--- src/rtl/gate_bist_pkg.sv ---
// Shared types and truth-table constants for the gate BIST sequencer.
package gate_bist_pkg;

    typedef enum logic [2:0] {
        ST_IDLE,
        ST_APPLY,
        ST_WAIT,
        ST_SAMPLE,
        ST_DONE
    } bist_state_t;

    localparam logic [3:0] TT_NAND2 = 4'b0111;
    localparam logic [3:0] TT_AND2  = 4'b1000;
    localparam logic [3:0] TT_NOR2  = 4'b0001;

endpackage

--- src/rtl/bist_settle_cnt.sv ---
// Loadable down-counter with zero flag; times the settle interval of each vector.
module bist_settle_cnt #(
    parameter int W = 1
) (
    input  logic         clk,
    input  logic         rst_n,
    input  logic         load,
    input  logic         dec,
    input  logic [W-1:0] load_val,
    output logic         zero
);

    logic [W-1:0] cnt_q;
    logic [W-1:0] cnt_d;

    always_comb begin
        cnt_d = cnt_q;
        if (load) begin
            cnt_d = load_val;
        end else if (dec && (cnt_q != '0)) begin
            cnt_d = cnt_q - W'(1);
        end
    end

    always_ff @(posedge clk or negedge rst_n) begin
        if (!rst_n) begin
            cnt_q <= '0;
        end else begin
            cnt_q <= cnt_d;
        end
    end

    assign zero = (cnt_q == '0);

endmodule

--- src/rtl/gate_bist_ctrl.sv ---
// Exhaustive BIST sequencer for a single-output combinational gate.
// Define GATE_BIST_ERRLOG_EN to add first-failing-vector capture (fail_vec/fail_valid).
module gate_bist_ctrl
    import gate_bist_pkg::*;
#(
    parameter int                      N_IN   = 2,
    parameter int                      SETTLE = 1,
    parameter logic [(1<<N_IN)-1:0]    TRUTH  = TT_NAND2
) (
    input  logic            clk,
    input  logic            rst_n,
    input  logic            start,
    output logic [N_IN-1:0] gate_in,
    input  logic            gate_out,
    output logic            busy,
    output logic            done,
    output logic            pass,
`ifdef GATE_BIST_ERRLOG_EN
    output logic [N_IN-1:0] fail_vec,
    output logic            fail_valid,
`endif
    output logic [N_IN:0]   err_cnt
);

    localparam int              CNT_W    = (SETTLE > 1) ? $clog2(SETTLE + 1) : 1;
    localparam logic [N_IN-1:0] LAST_IDX = '1;

    bist_state_t     state_q, state_d;
    logic [N_IN-1:0] idx_q, idx_d;
    logic [N_IN-1:0] gate_in_q, gate_in_d;
    logic [N_IN:0]   err_cnt_q, err_cnt_d;
    logic            busy_q, busy_d;
    logic            done_q, done_d;
    logic            pass_q, pass_d;
    logic            gate_out_q;
    logic            mismatch;
    logic            cnt_load;
    logic            cnt_dec;
    logic            cnt_zero;
`ifdef GATE_BIST_ERRLOG_EN
    logic [N_IN-1:0] fail_vec_q, fail_vec_d;
    logic            fail_valid_q, fail_valid_d;
`endif

    bist_settle_cnt #(
        .W (CNT_W)
    ) u_settle_cnt (
        .clk      (clk),
        .rst_n    (rst_n),
        .load     (cnt_load),
        .dec      (cnt_dec),
        .load_val (CNT_W'(SETTLE - 1)),
        .zero     (cnt_zero)
    );

    // The sample compares the gate response registered on the last settle cycle.
    assign mismatch = (gate_out_q != TRUTH[idx_q]);

    always_comb begin
        state_d   = state_q;
        idx_d     = idx_q;
        gate_in_d = gate_in_q;
        err_cnt_d = err_cnt_q;
        busy_d    = busy_q;
        done_d    = 1'b0;
        pass_d    = pass_q;
        cnt_load  = 1'b0;
        cnt_dec   = 1'b0;
`ifdef GATE_BIST_ERRLOG_EN
        fail_vec_d   = fail_vec_q;
        fail_valid_d = fail_valid_q;
`endif
        case (state_q)
            ST_IDLE: begin
                gate_in_d = '0;
                busy_d    = 1'b0;
                if (start) begin
                    state_d   = ST_APPLY;
                    idx_d     = '0;
                    err_cnt_d = '0;
                    pass_d    = 1'b0;
                    busy_d    = 1'b1;
`ifdef GATE_BIST_ERRLOG_EN
                    fail_vec_d   = '0;
                    fail_valid_d = 1'b0;
`endif
                end
            end
            ST_APPLY: begin
                cnt_load = 1'b1;
                state_d  = ST_WAIT;
            end
            ST_WAIT: begin
                if (cnt_zero) begin
                    state_d = ST_SAMPLE;
                end else begin
                    cnt_dec = 1'b1;
                end
            end
            ST_SAMPLE: begin
                if (mismatch) begin
                    err_cnt_d = err_cnt_q + (N_IN+1)'(1);
`ifdef GATE_BIST_ERRLOG_EN
                    if (!fail_valid_q) begin
                        fail_vec_d   = idx_q;
                        fail_valid_d = 1'b1;
                    end
`endif
                end
                if (idx_q == LAST_IDX) begin
                    state_d   = ST_DONE;
                    gate_in_d = '0;
                    busy_d    = 1'b0;
                    done_d    = 1'b1;
                    pass_d    = (err_cnt_d == '0);
                end else begin
                    state_d   = ST_APPLY;
                    idx_d     = idx_q + N_IN'(1);
                    gate_in_d = idx_q + N_IN'(1);
                end
            end
            ST_DONE: begin
                gate_in_d = '0;
                state_d   = ST_IDLE;
            end
            default: begin
                state_d   = ST_IDLE;
                gate_in_d = '0;
                busy_d    = 1'b0;
            end
        endcase
    end

    always_ff @(posedge clk or negedge rst_n) begin
        if (!rst_n) begin
            state_q    <= ST_IDLE;
            idx_q      <= '0;
            gate_in_q  <= '0;
            err_cnt_q  <= '0;
            busy_q     <= 1'b0;
            done_q     <= 1'b0;
            pass_q     <= 1'b0;
            gate_out_q <= 1'b0;
`ifdef GATE_BIST_ERRLOG_EN
            fail_vec_q   <= '0;
            fail_valid_q <= 1'b0;
`endif
        end else begin
            state_q    <= state_d;
            idx_q      <= idx_d;
            gate_in_q  <= gate_in_d;
            err_cnt_q  <= err_cnt_d;
            busy_q     <= busy_d;
            done_q     <= done_d;
            pass_q     <= pass_d;
            gate_out_q <= gate_out;
`ifdef GATE_BIST_ERRLOG_EN
            fail_vec_q   <= fail_vec_d;
            fail_valid_q <= fail_valid_d;
`endif
        end
    end

    assign gate_in = gate_in_q;
    assign busy    = busy_q;
    assign done    = done_q;
    assign pass    = pass_q;
    assign err_cnt = err_cnt_q;
`ifdef GATE_BIST_ERRLOG_EN
    assign fail_vec   = fail_vec_q;
    assign fail_valid = fail_valid_q;
`endif

endmodule

--- config.mk ---
export PLATFORM = sky130hd
export DESIGN_NAME = gate_bist_ctrl
export DESIGN_NICKNAME = d
export VERILOG_FILES = /design/src/rtl/gate_bist_pkg.sv /design/src/rtl/bist_settle_cnt.sv /design/src/rtl/gate_bist_ctrl.sv
export SDC_FILE = /design/constraint.sdc
export NUM_CORES = 1
export LEC_CHECK = 0
export ABC_CLOCK_PERIOD_IN_PS = 2700
export CAP_MARGIN = 20
export CORE_MARGIN = 3
export CORE_UTILIZATION = 44
export DETAILED_ROUTE_END_ITERATION = 8
export PLACE_DENSITY_LB_ADDON = 0.2
export REMOVE_ABC_BUFFERS = 1
export SLEW_MARGIN = 20
export SYNTH_ARGS = -nofsm -noshare
export SYNTH_HDL_FRONTEND = slang
export SYNTH_SLANG_ARGS = --single-unit
--- constraint.sdc ---
create_clock -name clk -period 2.7 [get_ports clk]
set_input_delay 0.27 -clock clk [delete_from_list [all_inputs] [get_ports clk]]
set_output_delay 0.27 -clock clk [all_outputs]
set_load 0.05 [all_outputs]
==> metrics, run 1 <==
ant diodes 0; syn_area_per_cell around 11 um^2; first-pass GRT wire length 2140 um; post-layout min period 1.82 ns; Req. time, crit path 2.43 ns; Worst-Margin Slew 0.629 ns; largest net degree at the start of global routing 16; Max Slew Vio Count 0; most numerous cell in the Yosys netlist dfrtp_1; vias after detailed routing 510; final WL 1160 um; post-synthesis instance total 66; wire per inst ~12 um; layout cell share with drive strength beyond 1 10.1%; critical path cell sequence clkdlybuf4s50_1; Num CTS Buffers 3; Die Ht 46.0 um; CP delay by family, top buffers and inverters; num rows 13; gp weighted congestion between 0.8 and 0.9; post_cts resized 0; total power 1.05 mW; Die X 46.0 um; number of flops mapped to enable cells by yosys 0; Setup Skew 0.0100 ns; Synth area leader dfrtp_1; crit path kind register to output pin; Post-DP HPWL 866 um; post-route setup TNS 0 ns; CP startpoint kind register; GRT Total Usage 14.6%; vias in the first global route 493; run status completed; clock tree from TritonCTS done; nets 86; Die ar. 0.00212 mm^2; FILL cells 120; DRC 0; Buf/Inv on CP 1; I/O pin cnt 12; Crit path arrival time 1.55 ns; total setup buffers inserted after CTS 0; Worst Path Max Fanout 6; Final ANT Viol Nets 0; Yosys top cell area share 53.2%; Clock Tree Buf Depth 2; Top FF cell, synth dfrtp_1; max_slew headroom between 50 and 60%; Hold Fails Final Rpt 0; RSZ-0062 raised after global routing false; Slowest-stage cell, CP clkdlybuf4s50_1; CTS Sinks 15; Clock Root Buffer clkbuf_4; DRT Pass-1 Iters 4; crit end category output pin; Hold Buf Count CTS 0; Area contributors post-synth dfrtp_1, nor2_1, o21ai_1, ha_1, a21oi_1; 1st-iter DRT viols 14; Netlist cell types 28; #FFs+latches synth 15; min-delay worst type primary input to async pin; register area share after synthesis 53.2%; fmax between 0.5 and 0.6 GHz; critical path's largest stage delay 0.84 ns; initial antenna violation count 0; Vias/cell 5.43; yosys warns 0; H-tree depth 1; worst skew pair latency 0.28 ns; Commonest cells post-synth dfrtp_1, nor2_1, o21ai_1, a21oi_1, nand2_1; Power Dens Cells 1240 mW/mm^2; Area Growth Syn to Fin 20.4%; fin area 850 um^2; Starting Density between 50% and 60%; cell area after synthesis 706 um^2; Core ar. 0.00140 mm^2; async set or reset register ratio after synthesis 100%; Peak VDD IR 0.523 mV; I/O Buffers 11; clock slew at reported path FFs 0.08 ns; Period Utilization, post-route 67.3%; max_cap viols 0; placed inst area slightly above 800 um^2; endpoints failing setup 0; gr ovfl total 0; Leak Pwr 0.381 nW
-- path summary, 6_finish.rpt --
kind,from,to,slack (ns),cells past startpoint
worst min-delay path,rst_n,done,0.37,1
worst max register to register,idx_q[0],pass,1.12,5
min in group clk,gate_out,gate_out_q,0.44,1
worst min register to register,u_settle_cnt.cnt_q,u_settle_cnt.cnt_q,0.50,2
worst max-delay path,err_cnt[0],err_cnt[0],0.88,1
max in group asynchronous,rst_n,gate_in[0],1.91,1
-- report_power, final --
group	internal [mW]	switching, mW	total [mW]
registers	0.300	0.0773	0.377
clock network	0.0573	0.0635	0.121
logic	0.214	0.339	0.552
total	0.571	0.479	1.05
-- cell type report --
type	instances	area, um^2	share of cell area (%)
repair buffers	11	110	13.0
inverters	3	11.3	1.33
well taps	15	18.8	2.21
multi-input cells	46	308	36.2
clock buffers	4	26.3	3.09
flip-flops and latches	15	375	44.2
-- cells by family (layout without fill, tap and decap cells) --
logic type,after synthesis,after routing,synth area share (%)
flops,15,15,53.2
mux,1,1,1.42
compound gates,20,20,19.9
xor+xnor,3,3,4.79
simple gates,20,20,14.0
buf+inv,5,18,3.19
fa+ha+maj,2,2,3.55
-- sequential cells by signal, indices dropped and copies added, names as in the netlist --
signal,count
busy,1
done,1
err_cnt,3
gate_in,2
gate_out_q,1
idx_q,2
pass,1
state_q,3
u_settle_cnt.cnt_q,1
-- placed cells by master, fill, tap and decap left out, types with 2 or more instances in the layout --
cell             instances
a21oi_1                  4
inv_1                    3
clkdlybuf4s50_1         11
nor2_1                  10
clkbuf_4                 3
ha_1                     2
a22oi_1                  2
nand2_1                  4
dfrtp_1                 15
o21ai_1                  6
-- per-stage QoR --
stage / hold WS (ns) / setup slack [ns] / std cells / utilization [%]
floorplan: -0.0256 / 1.19 / 64 / -
global placement: 0.475 / 1.12 / 90 / 58.9
detailed placement: 0.485 / 1.10 / 90 / 58.9
CTS: 0.405 / 0.867 / 94 / 60.7
global route: 0.425 / 0.804 / 94 / 60.7
finish: 0.374 / 0.882 / 94 / 60.7
-- layer usage --
layer	track usage, %	up-vias	share of wire, %
met5	0	-	0
met4	5.11	0	0.86
met3	7.11	2	7.5
met2	20.9	14	41
met1	18.9	231	50
li1	-	263	-
Note: power is estimated with default switching activity, not from simulation.
==> inputs of run 2 (changes only) <==
--- a/config.mk
+++ b/config.mk
@@ -5,7 +5,7 @@
 export SDC_FILE = /design/constraint.sdc
 export NUM_CORES = 1
 export LEC_CHECK = 0
-export ABC_CLOCK_PERIOD_IN_PS = 2700
+export ABC_CLOCK_PERIOD_IN_PS = 1700
 export CAP_MARGIN = 20
 export CORE_MARGIN = 3
 export CORE_UTILIZATION = 44
==> constraint.sdc (replaced) <==
create_clock -name clk -period 1.7 [get_ports clk]
set_input_delay 0.17 -clock clk [delete_from_list [all_inputs] [get_ports clk]]
set_output_delay 0.17 -clock clk [all_outputs]
set_load 0.05 [all_outputs]
==> metrics, run 2 (synthesis gave the netlist of run 1 again) <==
DRC 0; r2r startpoint idx_q[0]; RSZ-0062 raised after global routing false; critical path cell sequence clkdlybuf4s50_1; first-pass GRT wire length 2210 um; min-delay worst type primary input to async pin; clock tree from TritonCTS done; DRT Pass-1 Iters 4; FILL cells 122; Starting Density 50.4%; H-tree depth 1; run status completed; placed inst area between 800 and 900 um^2; ant diodes 0; Final ANT Viol Nets 0; Final WS setup 0.0927 ns; Req. time, crit path 1.53 ns; Leak Pwr slightly above 0.4 nW; Vias/cell 5.38; crit path kind register to output pin; endpoints failing setup 0; Peak VDD IR 1.10 mV; 1st-iter DRT viols 13; critical path depth in cells 1; most frequent cells in the layout dfrtp_1, nor2_1, clkdlybuf4s50_1; crit end category output pin; Worst Path Max Fanout 2; Setup Skew 0.00269 ns; GRT Total Usage between 10% and 20%; Area Growth Syn to Fin 22.9%; post-layout min period 1.61 ns; Slowest-stage cell, CP clkdlybuf4s50_1; Power Dens Cells 1950 mW/mm^2; Core ar. 0.00140 mm^2; logic gate share of total power a little over half; Worst-Margin Slew about 0.50 ns; clock share of power 11.5%; R2R depth 5; CP delay by family, top buffers and inverters; R2R Setup Slk between 0.1 and 0.15 ns; Flop pwr share 35.5%; post-route setup TNS 0 ns; most common cell after layout, fill and taps aside dfrtp_1; Max Slew Vio Count 0; Crit path arrival time 1.44 ns; gp weighted congestion about 0.80; Hold Buf Count CTS 0; vias in the first global route 536; largest net degree at the start of global routing 16; nets 89; Num CTS Buffers 3; Int Pwr 0.911 mW; Clock Tree Buf Depth 2; Clock Root Buffer clkbuf_4; Period Utilization, post-route between 90% and 100%; fmax 0.622 GHz; Die Ht 46.0 um; CP startpoint kind register; final WL 1260 um; gr ovfl total 0; fin area 867 um^2; layout cell share with drive strength beyond 1 about 17%; initial antenna violation count 0; critical path's largest stage delay 0.80 ns; I/O pin cnt 12; worst skew pair latency around 0.27 ns; I/O Buffers 11; CTS Sinks 15; Sw Ratio 46.1%; Die ar. 0.00212 mm^2; wire per inst 13.0 um; Die X approximately 46 um; Place WS 0.126 ns; vias after detailed routing approximately 520; clock slew at reported path FFs 0.08 ns; Buf/Inv on CP 1; max_slew headroom around two thirds; max_cap viols 0; worst reg2reg endpoint pass; num rows 13; Post-DP HPWL 909 um; Hold Fails Final Rpt 0; sw power 0.779 mW
run 2: cell count changes in the layout (fill, tap and decap cells not counted):
cell | before | now
clkdlybuf4s50_1 | 11 | 7
dlymetal6s2s_1 | 0 | 1
buf_4 | 0 | 6
run 2: how the worst max path moves through the flow:
stage,to,slack [ns],from
floorplan,pass,0.19,err_cnt[0]
detailed placement,pass,0.13,idx_q[0]
global placement,pass,0.12,idx_q[0]
CTS,busy,0.05,busy
finish,gate_in[0],0.09,gate_in[0]
global route,pass,0.002,idx_q[0]
run 2: cell type report:
class / count / area (um^2) / share of cell area (%)
clock buffer: 4 / 26.3 / 3.03
timing repair buffer: 14 / 128 / 14.7
inverter: 3 / 11.3 / 1.30
sequential: 15 / 375 / 43.3
multi-input combinational: 46 / 308 / 35.5
tap: 15 / 18.8 / 2.16
run 2: routing by layer:
layer  vias to the layer above  global-route usage [%]  share of wire [%]
met2                         9                    22.5                 46
met4                         0                    3.41                  0
met1                       245                    19.5                 50
met5                         -                       0                  0
met3                         0                    7.51                4.3
li1                        268                       -                  -
run 2: power by group through the flow:
stage	logic (mW)	registers, mW	clock network (mW)
floorplan	0.429	0.815	0
global placement	0.872	0.603	0
detailed placement	0.884	0.605	0
finish	0.895	0.600	0.195
CTS	0.888	0.599	0.204
global route	0.996	0.621	0.225
run 2: what timing repair did:
item | 4_1_cts | 5_1_grt
hold endpoints to repair | 0 | 0
setup endpoints to repair | 0 | 2
setup buffers | 0 | 1
gates resized for setup | 0 | 1
run 2: worst register-to-register path: stages, from the launching register on:
cell     delay [ns]
dfrtp_1        0.40
ha_1           0.30
xnor2_2        0.29
nand2_1        0.13
xnor2_1        0.15
o41ai_2        0.20
run 2: through the flow:
step	hold WS [ns]	std cells	util (%)	power [mW]
after global placement	0.475	92	59.4	1.47
after detailed placement	0.491	92	59.4	1.49
final	0.192	97	62.0	1.69
after global routing	0.184	97	62.0	1.84
after floorplan	-0.126	64	-	1.24
after CTS	0.191	96	61.3	1.69
==> inputs of run 3 (changes only) <==
--- a/config.mk
+++ b/config.mk
@@ -11,8 +11,10 @@
 export CORE_UTILIZATION = 44
 export DETAILED_ROUTE_END_ITERATION = 8
 export PLACE_DENSITY_LB_ADDON = 0.2
+export RECOVER_POWER = 25
 export REMOVE_ABC_BUFFERS = 1
-export SLEW_MARGIN = 20
+export SLEW_MARGIN = 5
 export SYNTH_ARGS = -nofsm -noshare
 export SYNTH_HDL_FRONTEND = slang
 export SYNTH_SLANG_ARGS = --single-unit
+export TNS_END_PERCENT = 100
==> metrics, run 3 (synthesis gave the netlist of run 1 again) <==
clock tree from TritonCTS done; worst skew pair latency between 0.2 and 0.3 ns; post-layout min period 1.61 ns; most common cell after layout, fill and taps aside dfrtp_1; placed inst area between 800 and 900 um^2; met3 wire len 54 um; fin area between 800 and 900 um^2; crit end category output pin; Power Dens Cells 1960 mW/mm^2; min-delay worst type primary input to register; run status completed; RSZ-0062 raised after global routing false; max_slew headroom 49.0%; CTS Sinks 15; vias after detailed routing 522; Starting Density 50.4%; Die Ht 46.0 um; Die ar. roughly 0.0021 mm^2; critical path cell sequence clkdlybuf4s50_1; nets 89; clock slew at reported path FFs around 0.08 ns; CP startpoint kind register; Min Hold Slack 0.342 ns; Final ANT Viol Nets 0; Worst-Margin Slew 0.766 ns; Hold Fails Final Rpt 0; Period Utilization, post-route 94.5%; first-pass GRT wire length 2210 um; GRT Total Usage 15.1%; Die X between 40 and 50 um; dpl cells around 90; FILL cells about 120; Core ar. ~0.0014 mm^2; Crit path arrival time ~1.4 ns; final WL 1260 um; DRC 0; Setup Skew 0.00276 ns; gp weighted congestion 0.800; fmax 0.622 GHz; Reg area 375 um^2; ant diodes 0; initial antenna violation count 0; Multi-input gate area ~310 um^2; wire per inst 13.0 um; most frequent cells in the layout dfrtp_1, nor2_1, o21ai_1, clkdlybuf4s50_1, buf_4; H-tree depth 1; post-route setup TNS 0 ns; Buf/Inv on CP 1; Peak VDD IR 1.10 mV; Worst Path Max Fanout 2; gr ovfl total 0; Area Growth Syn to Fin 22.3%; Clock Tree Buf Depth 2; layout cell share with drive strength beyond 1 15.9%; Hold Buf Count CTS 0; num rows 13; Num CTS Buffers 3; Leak Pwr a little over 0.4 nW; Slowest-stage cell, CP clkdlybuf4s50_1; Max Slew Vio Count 0; DRT Pass-1 Iters 4; Final WS setup 0.0927 ns; critical path's largest stage delay 0.80 ns; endpoints failing setup 0; vias in the first global route 536; Clock Root Buffer clkbuf_4; WL met2 578 um; Post-DP HPWL around 900 um; wire length on met1 625 um; max_cap viols 0; final cell count without fillers 97; I/O Buffers 11; Req. time, crit path 1.53 ns; Vias/cell between 5 and 6; CP delay by family, top buffers and inverters; largest net degree at the start of global routing 16; crit path kind register to output pin; Top Metal Used met3; I/O pin cnt 12; 1st-iter DRT viols 13; Place WS 0.126 ns
-- run 3: per-stage QoR --
stage | utilization (%) | power (mW)
floorplan | - | 1.24
CTS | 61.3 | 1.69
finish | 61.7 | 1.69
global route | 61.7 | 1.84
global placement | 59.4 | 1.47
detailed placement | 59.4 | 1.49
-- run 3: report_power, final --
part | leakage, nW | internal (mW) | switching [mW] | total, mW
Clock | 0.0150 | 0.0909 | 0.104 | 0.195
Combinational | 0.200 | 0.343 | 0.551 | 0.893
Sequential | 0.194 | 0.476 | 0.124 | 0.600
Total | 0.409 | 0.910 | 0.779 | 1.69
-- run 3: timing repair --
action	in CTS	in global routing
buffers inserted	0	1
endpoints found under the setup margin	0	2
gates resized for setup	0	1
-- run 3: path summary, 6_finish.rpt --
path                                 endpoint  cells after the start  slack, ns               start
max                                gate_in[0]                      1       0.09          gate_in[0]
min                                gate_out_q                      1       0.34            gate_out
max reg2reg                              pass                      5       0.14            idx_q[0]
min reg2reg                u_settle_cnt.cnt_q                      2       0.50  u_settle_cnt.cnt_q
min in group asynchronous                pass                      2       0.47               rst_n
max in group asynchronous            idx_q[0]                      2       0.76               rst_n
-- run 3: area by class of cell --
class	count	share of cell area (%)
multi-input combinational	46	35.7
timing repair buffer	14	14.3
clock buffer	4	3.04
sequential	15	43.5
tap	15	2.17
inverter	3	1.30
-- run 3: per-layer routing --
layer	GRT usage (%)	vias to the layer above
met5	0	-
met4	3.41	0
met3	7.51	0
met2	22.5	9
met1	19.5	245
li1	-	268
